===== src/rtl/rv_muldiv_unit_if.sv =====
// Request/response bundle between an issuing stage and rv_muldiv_unit.
//   master: drives start, funct3, rs1_val, rs2_val, rd_in; observes the status and write-back.
//   slave : the execute unit; drives busy, done, wen, result, rd_out.
interface rv_muldiv_unit_if #(
  parameter int unsigned XLEN = 32
);
  logic            start;
  logic [2:0]      funct3;
  logic [XLEN-1:0] rs1_val;
  logic [XLEN-1:0] rs2_val;
  logic [4:0]      rd_in;
  logic            busy;
  logic            done;
  logic            wen;
  logic [XLEN-1:0] result;
  logic [4:0]      rd_out;

  modport master (
    output start, funct3, rs1_val, rs2_val, rd_in,
    input  busy, done, wen, result, rd_out
  );

  modport slave (
    input  start, funct3, rs1_val, rs2_val, rd_in,
    output busy, done, wen, result, rd_out
  );
endinterface


===== src/rtl/rv_muldiv_unit.sv =====
// Iterative RV32M multiply/divide execute unit.
// Ports:
//   clk   - rising-edge clock
//   rst_n - asynchronous active-low reset; aborts any op in flight
//   bus   - request (start, funct3, rs1_val, rs2_val, rd_in) and write-back
//           (busy, done, wen, result, rd_out); result/rd_out/wen drive the rf write port.
// Each op takes exactly XLEN iterations (shift-add multiply or restoring divide, one bit per
// cycle) on operand magnitudes; the sign is applied when the final value is captured.
module rv_muldiv_unit #(
  parameter int unsigned XLEN = 32
) (
  input logic            clk,
  input logic            rst_n,
  rv_muldiv_unit_if.slave bus
);

  localparam int unsigned CntW = $clog2(XLEN);
  localparam logic [CntW-1:0] CntLast = CntW'(XLEN - 1);

  typedef enum logic [1:0] {StIdle, StRun, StDone} state_e;

  state_e            state_q, state_d;
  logic [CntW-1:0]   cnt_q, cnt_d;
  // {hi, lo}: multiply -> {partial product, remaining multiplier};
  //           divide   -> {partial remainder, dividend/quotient shift register}.
  logic [2*XLEN-1:0] acc_q, acc_d;
  // Multiplicand magnitude for multiplies, divisor magnitude for divides.
  logic [XLEN-1:0]   opnd_q, opnd_d;
  logic [2:0]        f3_q, f3_d;
  logic              neg_a_q, neg_a_d;
  logic              neg_b_q, neg_b_d;
  logic [4:0]        rd_q, rd_d;
  logic [XLEN-1:0]   result_q, result_d;

  // Operand preparation at acceptance.
  logic            accept;
  logic            sgn_a, sgn_b;
  logic            neg_a_in, neg_b_in;
  logic [XLEN-1:0] mag_a, mag_b;

  // One iteration of the datapath.
  logic [XLEN-1:0]   hi, lo;
  logic [XLEN:0]     mul_sum;
  logic [2*XLEN-1:0] mul_next;
  logic [XLEN:0]     div_shift, div_diff;
  logic [2*XLEN-1:0] div_next;
  logic [2*XLEN-1:0] iter_next;

  // Sign correction of the final iteration.
  logic [2*XLEN-1:0] prod;
  logic [XLEN-1:0]   mul_res, quo, rem, quo_res, rem_res, fin;
  logic              div_by_zero;

  always_comb begin
    accept = bus.start && (state_q == StIdle || state_q == StDone);
    // MUL only needs the low half, so it is computed unsigned.
    sgn_a = (bus.funct3 == 3'b001) || (bus.funct3 == 3'b010) ||
            (bus.funct3 == 3'b100) || (bus.funct3 == 3'b110);
    sgn_b = (bus.funct3 == 3'b001) || (bus.funct3 == 3'b100) || (bus.funct3 == 3'b110);
    neg_a_in = sgn_a && bus.rs1_val[XLEN-1];
    neg_b_in = sgn_b && bus.rs2_val[XLEN-1];
    mag_a = neg_a_in ? (~bus.rs1_val + 1'b1) : bus.rs1_val;
    mag_b = neg_b_in ? (~bus.rs2_val + 1'b1) : bus.rs2_val;
  end

  always_comb begin
    hi = acc_q[2*XLEN-1:XLEN];
    lo = acc_q[XLEN-1:0];

    mul_sum  = {1'b0, hi} + (lo[0] ? {1'b0, opnd_q} : {(XLEN+1){1'b0}});
    mul_next = {mul_sum, lo[XLEN-1:1]};

    // Partial remainder stays below the divisor, so a failed trial fits in XLEN bits.
    div_shift = {hi, lo[XLEN-1]};
    div_diff  = div_shift - {1'b0, opnd_q};
    div_next  = div_diff[XLEN] ? {div_shift[XLEN-1:0], lo[XLEN-2:0], 1'b0}
                               : {div_diff[XLEN-1:0],  lo[XLEN-2:0], 1'b1};

    iter_next = f3_q[2] ? div_next : mul_next;
  end

  always_comb begin
    prod    = (neg_a_q ^ neg_b_q) ? (~iter_next + 1'b1) : iter_next;
    mul_res = (f3_q[1:0] == 2'b00) ? prod[XLEN-1:0] : prod[2*XLEN-1:XLEN];

    quo = iter_next[XLEN-1:0];
    rem = iter_next[2*XLEN-1:XLEN];
    div_by_zero = (opnd_q == '0);
    // A zero divisor yields an all-ones magnitude quotient; it must not be negated.
    quo_res = div_by_zero ? '1 : ((neg_a_q ^ neg_b_q) ? (~quo + 1'b1) : quo);
    rem_res = neg_a_q ? (~rem + 1'b1) : rem;

    fin = f3_q[2] ? (f3_q[1] ? rem_res : quo_res) : mul_res;
  end

  always_comb begin
    state_d  = state_q;
    cnt_d    = cnt_q;
    acc_d    = acc_q;
    opnd_d   = opnd_q;
    f3_d     = f3_q;
    neg_a_d  = neg_a_q;
    neg_b_d  = neg_b_q;
    rd_d     = rd_q;
    result_d = result_q;

    unique case (state_q)
      StIdle, StDone: begin
        if (accept) begin
          state_d = StRun;
          cnt_d   = '0;
          f3_d    = bus.funct3;
          neg_a_d = neg_a_in;
          neg_b_d = neg_b_in;
          rd_d    = bus.rd_in;
          if (bus.funct3[2]) begin
            opnd_d = mag_b;
            acc_d  = {{XLEN{1'b0}}, mag_a};
          end else begin
            opnd_d = mag_a;
            acc_d  = {{XLEN{1'b0}}, mag_b};
          end
        end else begin
          state_d = StIdle;
        end
      end
      StRun: begin
        acc_d = iter_next;
        cnt_d = cnt_q + 1'b1;
        if (cnt_q == CntLast) begin
          state_d  = StDone;
          result_d = fin;
        end
      end
      default: state_d = StIdle;
    endcase
  end

  always_ff @(posedge clk or negedge rst_n) begin
    if (!rst_n) begin
      state_q  <= StIdle;
      cnt_q    <= '0;
      acc_q    <= '0;
      opnd_q   <= '0;
      f3_q     <= '0;
      neg_a_q  <= 1'b0;
      neg_b_q  <= 1'b0;
      rd_q     <= '0;
      result_q <= '0;
    end else begin
      state_q  <= state_d;
      cnt_q    <= cnt_d;
      acc_q    <= acc_d;
      opnd_q   <= opnd_d;
      f3_q     <= f3_d;
      neg_a_q  <= neg_a_d;
      neg_b_q  <= neg_b_d;
      rd_q     <= rd_d;
      result_q <= result_d;
    end
  end

  assign bus.busy   = (state_q == StRun);
  assign bus.done   = (state_q == StDone);
  assign bus.wen    = (state_q == StDone);
  assign bus.result = result_q;
  assign bus.rd_out = rd_q;

endmodule


===== src/flat_wrapper.sv =====
// flat-port wrapper written by rule: the top's interface ports become plain ports
module rv_muldiv_unit_flat 
#(
  parameter int unsigned XLEN = 32
)
  (clk, rst_n, bus_start, bus_funct3, bus_rs1_val, bus_rs2_val, bus_rd_in, bus_busy, bus_done, bus_wen, bus_result, bus_rd_out);
  rv_muldiv_unit_if #(.XLEN(XLEN)) bus_i ();
  input logic clk;
  input logic rst_n;
  input wire logic [$bits(bus_i.start)-1:0] bus_start;
  input wire logic [$bits(bus_i.funct3)-1:0] bus_funct3;
  input wire logic [$bits(bus_i.rs1_val)-1:0] bus_rs1_val;
  input wire logic [$bits(bus_i.rs2_val)-1:0] bus_rs2_val;
  input wire logic [$bits(bus_i.rd_in)-1:0] bus_rd_in;
  output wire logic [$bits(bus_i.busy)-1:0] bus_busy;
  output wire logic [$bits(bus_i.done)-1:0] bus_done;
  output wire logic [$bits(bus_i.wen)-1:0] bus_wen;
  output wire logic [$bits(bus_i.result)-1:0] bus_result;
  output wire logic [$bits(bus_i.rd_out)-1:0] bus_rd_out;
  assign bus_i.start = bus_start;
  assign bus_i.funct3 = bus_funct3;
  assign bus_i.rs1_val = bus_rs1_val;
  assign bus_i.rs2_val = bus_rs2_val;
  assign bus_i.rd_in = bus_rd_in;
  assign bus_busy = bus_i.busy;
  assign bus_done = bus_i.done;
  assign bus_wen = bus_i.wen;
  assign bus_result = bus_i.result;
  assign bus_rd_out = bus_i.rd_out;
  rv_muldiv_unit #(.XLEN(XLEN)) u_core (.clk(clk), .rst_n(rst_n), .bus(bus_i));
endmodule

===== config.mk =====
export PLATFORM = sky130hd
export DESIGN_NAME = rv_muldiv_unit_flat
export DESIGN_NICKNAME = d
export VERILOG_FILES = /design/src/rtl/rv_muldiv_unit_if.sv /design/src/rtl/rv_muldiv_unit.sv /design/src/flat_wrapper.sv
export SDC_FILE = /design/constraint.sdc
export NUM_CORES = 1
export LEC_CHECK = 0
export CORE_MARGIN = 5
export CORE_UTILIZATION = 40
export DETAILED_ROUTE_END_ITERATION = 8
export PLACE_DENSITY = 0.65
export REMOVE_ABC_BUFFERS = 1
export SLEW_MARGIN = 20
export SYNTH_ARGS = -nofsm -noshare
export SYNTH_HDL_FRONTEND = slang
export SYNTH_SLANG_ARGS = --single-unit

===== constraint.sdc =====
create_clock -name clk -period 7.1 [get_ports clk]
set_clock_uncertainty 0.05 [all_clocks]
set_input_delay 0.71 -clock clk [delete_from_list [all_inputs] [get_ports clk]]
set_output_delay 0.71 -clock clk [all_outputs]
set_load 0.005 [all_outputs]

======== Word level (Yosys, flattened, before mapping) ========
Index checks and enable logic that the tools add are counted.
cells by class
  $add $sub $neg .......................... 8
  equal/unequal tests ..................... 9
  multiplexer cells ....................... 21
  bitwise gates (word level) .............. 6
  reductions and logical operators ........ 17
operator list
  operator                                                          count
  32-bit 2-to-1 mux                                                 11
  64-bit 2-to-1 mux                                                 4
  32-bit by 1-bit adder with 32-bit output (second input constant)  4
  32-bit inverter                                                   4
  64-bit one-hot mux with 2 select lines                            1
  64-bit by 1-bit adder with 64-bit output (second input constant)  1
  64-bit inverter                                                   1
  32-bit by 33-bit adder with 33-bit output                         1
  33-bit by 32-bit subtractor with 33-bit output                    1
  32-bit zero test                                                  1
  5-bit one-hot mux with 2 select lines                             1
  3-bit == test (second input constant)                             2
  1-bit logical OR                                                  6
  2-bit AND reduction                                               3
  5-bit by 1-bit adder with 5-bit output (second input constant)    1
  5-bit == test (second input constant)                             1
  5-bit 2-to-1 mux                                                  1
  2-bit zero test                                                   2
  2-bit by 1-bit != test with 1-bit output (second input constant)  2
  2-bit one-hot mux with 2 select lines                             1
  3-bit by 1-bit == test with 1-bit output (second input constant)  1
  3-bit by 2-bit == test with 1-bit output (second input constant)  1
  1-bit logical AND                                                 3
  2-bit by 1-bit == test with 1-bit output (second input constant)  1
  6 further kinds                                                   6
word-level totals
  register bits ........................... 145
  input bits .............................. 75
  output and inout bits ................... 40

======== Logic depth before layout (Yosys ltp) ========
Gate-level depths: netlist (run 1).
  depth in word-level cells ............... 9
  mapped depth ............................ 25
  depth with buffers taken out ............ 22

======== Worst setup path before layout (run 1) ========
OpenSTA, ideal clock, no wires.
  kind .................................... register -> register
  from .................................... register u_core.f3_q[2]
  to ...................................... register u_core.result_q[18], in the netlist u_core.bus.result[18]
  library setup time ...................... 126 ps
  arrival ................................. 5378 ps
  slack ................................... 1546 ps
  stages on the path, launching flop included .. 22
  buffers on the path ..................... 9
  period minus slack after synthesis ...... 5554 ps
  path through ............................ dfrtp_1 clkbuf_1 buf_2 clkbuf_1 clkbuf_1 buf_2 buf_2 buf_1 buf_1 clkbuf_1 o211ai_1 o21ai_0 ha_1 o21ai_0 mux2i_1 nor2b_1 nand3_2 or4_1 o21ai_1 xnor2_1 mux2i_1 a221o_1
on the way
  cells in the longest elaborated chain, start to end .. 7
  elaborated cells on any way between the ends .. 14
  classes of those cells .................. 3 x add/sub; 8 x mux; 3 x bitwise
RTL lines
  what                                      line                   text
  start: declaration                        rv_muldiv_unit.sv:29   logic [2:0] f3_q, f3_d;
  start signal: assignment                  rv_muldiv_unit.sv:145  f3_q <= '0;
  start signal: assignment                  rv_muldiv_unit.sv:155  f3_q <= f3_d;
  64-bit 2-to-1 mux                         rv_muldiv_unit.sv:79   iter_next = f3_q[2] ? div_next : mul_next;
  32-bit inverter                           rv_muldiv_unit.sv:90   quo_res = div_by_zero ? '1 : ((neg_a_q ^ neg_b_q) ? (~quo + 1'b1) : quo);
  32-bit by 1-bit adder with 32-bit output  rv_muldiv_unit.sv:90
  32-bit 2-to-1 mux (2 in a row)            rv_muldiv_unit.sv:90
  32-bit 2-to-1 mux                         rv_muldiv_unit.sv:93   fin = f3_q[2] ? (f3_q[1] ? rem_res : quo_res) : mul_res;
  32-bit 2-to-1 mux (*)                     rv_muldiv_unit.sv:93
  end signal: assignment                    rv_muldiv_unit.sv:159  result_q <= result_d;
  end: declaration                          rv_muldiv_unit.sv:33   logic [XLEN-1:0] result_q, result_d;
Mark *: on every way between the ends. The rest lies on a longest branch, timed or not.
A chain may end at the register's enable or synchronous reset.

======== Worst setup path after layout (run 1) ========
  from .................................... register u_core.acc_q[55]
  to ...................................... register u_core.result_q[22], in the netlist u_core.bus.result[22]
on the way
  cells in the longest elaborated chain, start to end .. 9
  elaborated cells on any way between the ends .. 17
  classes of those cells .................. 5 x add/sub; 9 x mux; 3 x bitwise
RTL lines
  what                                            line                   text
  start: declaration                              rv_muldiv_unit.sv:26   logic [2*XLEN-1:0] acc_q, acc_d;
  start signal: assignment                        rv_muldiv_unit.sv:143  acc_q <= '0;
  start signal: assignment                        rv_muldiv_unit.sv:153  acc_q <= acc_d;
  33-bit by 32-bit subtractor with 33-bit output  rv_muldiv_unit.sv:75   div_diff = div_shift - {1'b0, opnd_q};
  64-bit 2-to-1 mux                               rv_muldiv_unit.sv:76   div_next = div_diff[XLEN] ? {div_shift[XLEN-1:0], lo[XLEN-2:0], 1'b0}
  64-bit 2-to-1 mux (*)                           rv_muldiv_unit.sv:79
  32-bit inverter                                 rv_muldiv_unit.sv:90
  32-bit by 1-bit adder with 32-bit output        rv_muldiv_unit.sv:90
  32-bit 2-to-1 mux (2 in a row)                  rv_muldiv_unit.sv:90
  32-bit 2-to-1 mux                               rv_muldiv_unit.sv:93
  32-bit 2-to-1 mux (*)                           rv_muldiv_unit.sv:93
Marked as above.

==> out/results.tsv, run 1 <==
stage	metric	value	unit
outcome	status	finished clean	
synthesis	synthTopCellsByArea	dfrtp_1 23%, nand2_1 6.9%, xnor2_1 6.0%	
drt	drcViolationCount	0	
place	dp_hpwl	46.33	mm
layout	layout_common_cells	291 x nand2_1, 183 x o21ai_0, 178 x a21oi_1, 173 x nor2_1, 143 x dfrtp_1	
global_routing	grt_pass1_wl	93.08	mm
synthesis	ys_ff_latch	145	
layout	layout-drive-gt1-share	0.04803	
synthesis	postSynthCellCount	2146	
cts	cts-resized-gates	0	
cts	cts.sinks	145	
floorplanning	chipWidth	208.8	µm
cts	cts_tree	yes	
sta	finalCriticalPeriod	6072	ps
global_routing	antenna_found_initial	1	
synthesis	yosys.area.top_type	dfrtp_1	
layout	syn_to_final_growth	13.53	%
synthesis	syn_area	15810	µm²
sta	hold_viol	0	
global_routing	grt_max_degree	95	
place	dp_slack	1158	ps
setup_path	end_kind	flop	
setup_path	cp_max_fo	18	
place	portBuffers	114	
global_routing	grt_pass1_vias	15951	
drt	vias_per_cell	6.161	
floorplanning	core	38920	µm²
setup_path	worstSetupPathType	flop to flop	
synthesis	yosysUniqueCellTypes	91	
cts	path_clk_slew	70	ps
setup_path	slowest_stage	or4_1	
cts	cts_setup_buffers	0	
floorplanning	boundaryPins	115	
cts	cts_root_buf	clkbuf_16	
floorplanning	num_rows	72	
synthesis	yosysSeqAreaShare	0.2295	
drt	antenna_left	0	
drt	drt_iter0_drc	1469	
drt	avgRoutedWirePerCell	22.22	µm
sta	relSlewSlack	0.3202	
global_routing	grt_usage	0.2667	
floorplanning	die_h	208.8	µm
cts	clock_latency	450	ps
global_routing	overflow	0	
synthesis	synthFlopType	dfrtp_1	
setup_path	crit_family	compound AO/OA/AOI/OAI gates	
cts	htree_levels	4	
synthesis	synthArstFlopShare	1.000	
sta	rsz0062_at_grt	false	
synthesis	synth_top_area_frac	0.2295	
drt	dr.pass1.iters	7	
flow_run	drv_cap	0	
layout	final_common_cell	nand2_1	
cts	cts_buffer_depth	2	
synthesis	synth.avg_cell_area	7.367	µm²
floorplanning	initial_core_util	0.4062	
sta	max_freq	0.1647	GHz
worst_hold_path	hold_class	input pin to asynchronous set/reset pin	
setup_path	worstPathBufferInverterCount	0	
layout	nNetsFinal	2320	
layout	antenna_cells	0	
sta	slew_violations	0	
sta	worst_pin_slew	1013	ps
setup_path	arrival	6340	ps
sta	setup_violations	0	
drt	vias	16659	
setup_path	cp_slowest_stage_delay	650	ps
cts	numCtsBuffers	17	
synthesis	synth_edf_count	0	
setup_path	crit_path_cell_trace	ha_1, nand4_1, nor4_4, a221oi_1, a21boi_1, a211o_1, o211ai_1, o21ai_0, ha_1, o21ai_0, mux2i_1, nor2b_1, nand3_2, or4_1, o41ai_1, o221a_2, o21ai_1	
sta	setup_slack	1028	ps
setup_path	worst_setup_path_start_kind	flop	
drt	drt-total-wl	60.09	mm
place	gp_congestion	0.9470	
sta	timing.final.crit_share	0.8552	
synthesis	ys_warn_count	0	
cts	ctsHoldBuffers	0	
setup_path	cp.required	7370	ps
floorplanning	die_area	43600	µm²
## registers in the layout, summed over array words and instances, names as in the netlist
signal / count
u_core.neg_b_q: 1
u_core.acc_q: 64
u_core.bus.rd_out: 5
u_core.state_q: 2
u_core.cnt_q: 5
u_core.bus.result: 32
u_core.neg_a_q: 1
u_core.opnd_q: 32
u_core.f3_q: 3
## cells by family after synthesis
| group | count (synthesis) | synth area share |
|---|---|---|
| simple gates | 779 | 0.2363 |
| flops | 145 | 0.2295 |
| fa+ha+maj | 72 | 0.05793 |
| xor+xnor | 186 | 0.1030 |
| mux | 57 | 0.03656 |
| buf+inv | 207 | 0.05120 |
| compound gates | 700 | 0.2855 |
## path summary, 6_finish.rpt
| check | startpoint | slack (ps) | depth (start not counted) | to |
|---|---|---|---|---|
| max | u_core.acc_q[55]$_DFFE_PN0P_ | 1030 | 17 | u_core.bus.result[22]$_DFFE_PN0P_ |
| min | rst_n | 300 | 1 | u_core.acc_q[57]$_DFFE_PN0P_ |
| max reg2reg | u_core.acc_q[55]$_DFFE_PN0P_ | 1030 | 17 | u_core.bus.result[22]$_DFFE_PN0P_ |
| min reg2reg | u_core.bus.rd_out[1]$_DFFE_PN0P_ | 430 | 2 | u_core.bus.rd_out[1]$_DFFE_PN0P_ |
| max in group asynchronous | rst_n | 5250 | 2 | u_core.f3_q[2]$_DFFE_PN0P_ |
| min in group clk | u_core.bus.rd_out[1]$_DFFE_PN0P_ | 430 | 2 | u_core.bus.rd_out[1]$_DFFE_PN0P_ |
## per-layer routing
metal | wire length [µm] | GRT usage
met1 | 26470 | 0.3691
met2 | 27590 | 0.4292
met3 | 4441 | 0.04214
met4 | 1580 | 0.08393
met5 | 0 | 0
## final cells by class
cell class | instances | area, µm²
inverter | 69 | 259.0
multi-input combinational | 1794 | 11420
fill | 3993 | 20970
clock buffer | 20 | 456.7
tap | 518 | 648.1
clock inverter | 12 | 155.1
timing repair buffer | 146 | 1378
sequential | 145 | 3633
## stage by stage
stage               cell area [µm²]  std cells  TNS, ps    util  hold slack (ps)
floorplan                     15260       2008   -80.79       -            364.4
global placement              17340       2672        0  0.4455            409.7
detailed placement            17340       2672        0  0.4455            415.1
CTS                           17950       2704        0  0.4612            340.1
global route                  17950       2704        0  0.4612            377.1
finish                        17950       2704        0  0.4612            300.1
## worst reg2reg max path: cells and delay by family, from the launching register on
kind	cells	cell delay (ps)
mux	1	290
simple gates	5	1800
fa+ha+maj	2	790
flops	1	440
compound gates	9	2560
## synthesized netlist by cell type, drive strengths merged, types with 16 or more instances
cell type,number
buf,27
nor3,55
o221ai,33
xor2,78
dfrtp,145
a211oi,24
o21a,18
nor4,25
a21oi,178
xnor2,108
and2,45
nor2b,16
nor2,175
mux2i,51
o211ai,25
a31oi,36
ha,70
nand3,37
inv,67
nand4,29
clkbuf,111
and3,24
a21o,27
nand2,292
o21ai,199
Power of run 1 is not shown: default switching activity piles up to over one toggle a cycle in this logic, so the estimate is an artifact.
==> run 2: changes to the inputs <==
--- a/config.mk
+++ b/config.mk
@@ -10,7 +10,6 @@
 export DETAILED_ROUTE_END_ITERATION = 8
 export PLACE_DENSITY = 0.65
 export REMOVE_ABC_BUFFERS = 1
-export SLEW_MARGIN = 20
 export SYNTH_ARGS = -nofsm -noshare
 export SYNTH_HDL_FRONTEND = slang
 export SYNTH_SLANG_ARGS = --single-unit
==> run 2 against run 1 <==
  * Non-clock buffer count unchanged
  * Sequential share of layout area about the same
  * Design area about the same
  * Clock-buffer cell count stayed put
  * Flip-flop and latch count stayed put
  * Critical path depth is the same
  * Wire length about the same
  * Die area unchanged
  * Register-to-register slack is essentially flat
  * Utilization barely moved
  * Via count up 0.16%
  * Setup slack worse by 4.5 ps
==> out/results.tsv, run 2 (synthesized netlist as in run 1, its figures left out) <==
stage	metric	value	unit
place	portBuffers	114	
global_routing	grt_usage	0.2667	
sta	setup_violations	0	
cts	cts.sinks	145	
layout	fillers	3992	
layout	fin_util	0.4612	
drt	vias_per_cell	6.170	
floorplanning	die_h	208.8	µm
sta	worst_pin_slew	1150	ps
cts	cts_setup_buffers	0	
cts	cts_tree	yes	
sta	slew_violations	0	
floorplanning	chipWidth	208.8	µm
drt	vias	16685	
drt	drt-total-wl	60.09	mm
place	dp_hpwl	46.33	mm
global_routing	grt_max_degree	95	
sta	relSlewSlack	0.2334	
setup_path	arrival	6340	ps
layout	largest_register	u_core.acc_q	
floorplanning	die_area	43600	µm²
setup_path	cp_max_fo	18	
setup_path	reg2reg_to	u_core.bus.result[22]$_DFFE_PN0P_	
place	gp_congestion	0.9470	
setup_path	worst_setup_path_start_kind	flop	
cts	htree_levels	4	
flow_run	drv_cap	0	
setup_path	rr_worst_depth	17	
layout	largest_reg_flops	64	
cts	numCtsBuffers	17	
global_routing	grt_pass1_vias	15951	
worst_hold_path	hold_class	input pin to asynchronous set/reset pin	
setup_path	r2r-start	u_core.acc_q[55]$_DFFE_PN0P_	
layout	layout_common_cells	291 x nand2_1, 183 x o21ai_0, 178 x a21oi_1, 173 x nor2_1, 144 x dfrtp_1	
drt	drcViolationCount	0	
cts	cts_buffer_depth	2	
global_routing	overflow	0	
floorplanning	boundaryPins	115	
layout	final_common_cell	nand2_1	
drt	dr.pass1.iters	8	
setup_path	slowest_stage	or4_1	
place	dp_slack	1158	ps
drt	antenna_left	0	
floorplanning	initial_core_util	0.4062	
layout	antenna_cells	0	
layout	layout-drive-gt1-share	0.04758	
sta	rsz0062_at_grt	false	
layout	post-route-cell-area	17950	µm²
cts	clock_latency	450	ps
layout	nNetsFinal	2320	
sta	tns	0	ps
setup_path	cp.required	7370	ps
cts	cts_root_buf	clkbuf_16	
sta	finalCriticalPeriod	6076	ps
drt	drt_iter0_drc	1469	
sta	hold_viol	0	
cts	ctsHoldBuffers	0	
floorplanning	core	38920	µm²
global_routing	antenna_found_initial	1	
sta	setup_slack	1024	ps
setup_path	end_kind	flop	
floorplanning	num_rows	72	
setup_path	rrSetupSlack	1020	ps
setup_path	crit_path_cell_trace	ha_1, nand4_1, nor4_4, a221oi_1, a21boi_1, a211o_1, o211ai_1, o21ai_0, ha_1, o21ai_0, mux2i_1, nor2b_1, nand3_2, or4_1, o41ai_1, o221a_2, o21ai_1	
global_routing	grt_pass1_wl	93.08	mm
place	post_dp_cell_area	17340	µm²
setup_path	cp_slowest_stage_delay	650	ps
sta	timing.final.crit_share	0.8558	
layout	syn_to_final_growth	13.53	%
setup_path	worstSetupPathType	flop to flop	
drt	avgRoutedWirePerCell	22.22	µm
cts	cts-resized-gates	0	
outcome	status	finished clean	
sta	max_freq	0.1646	GHz
cts	path_clk_slew	70	ps
## run 2: changes by cell type in the layout (fill, tap and decap cells not counted)
cell     before  now
dfrtp_1     143  144
dfrtp_2       1    0
## run 2: worst max-delay path: cells and delay by family, from the launching register on
| kind | cells | cell delay, ps |
|---|---|---|
| adder cells (fa/ha/maj) | 2 | 790 |
| AND/OR/NAND/NOR | 5 | 1800 |
| AO/OA/AOI/OAI | 9 | 2550 |
| multiplexers | 1 | 290 |
| flip-flops | 1 | 440 |
## run 2: layer usage
metal  routed length [µm]  vias up  share of wire  GRT usage
met3                 4484       81          0.075    0.04214
met5                    0        -              0          0
met2                27560      707           0.46     0.4292
li1                     -     7904              -          -
met4                 1578        0          0.026    0.08393
met1                26470     7993           0.44     0.3691
## run 2: final cells by class
class | count | area [µm²] | share of cell area
inverters | 69 | 259.0 | 0.01443
multi-input cells | 1794 | 11420 | 0.6362
flip-flops and latches | 145 | 3632 | 0.2024
clock inverters | 12 | 155.1 | 0.008644
well taps | 518 | 648.1 | 0.03611
clock buffers | 20 | 456.7 | 0.02544
repair buffers | 146 | 1378 | 0.07675
## run 2: through the flow
stage	std cells	hold WS [ps]
3_5_place_dp	2672	415.1
3_3_place_gp	2672	409.7
5_1_grt	2704	377.1
4_1_cts	2704	340.1
6_report	2704	301.0
2_1_floorplan	2008	364.4
## run 2: worst max path at each step
stage / from / endpoint / slack, ps / cells after the start
after floorplan: u_core.f3_q[2]$_DFFE_PN0P_ / u_core.bus.result[28]$_DFFE_PN0P_ / -40 / 9
after global placement: u_core.acc_q[31]$_DFFE_PN0P_ / u_core.bus.result[28]$_DFFE_PN0P_ / 1290 / 17
after detailed placement: u_core.acc_q[55]$_DFFE_PN0P_ / u_core.bus.result[28]$_DFFE_PN0P_ / 1160 / 18
after CTS: u_core.acc_q[55]$_DFFE_PN0P_ / u_core.bus.result[28]$_DFFE_PN0P_ / 1130 / 18
after global routing: u_core.acc_q[55]$_DFFE_PN0P_ / u_core.bus.result[28]$_DFFE_PN0P_ / 560 / 19
final: u_core.acc_q[55]$_DFFE_PN0P_ / u_core.bus.result[22]$_DFFE_PN0P_ / 1020 / 17
Power of run 2 is left out for the same reason.
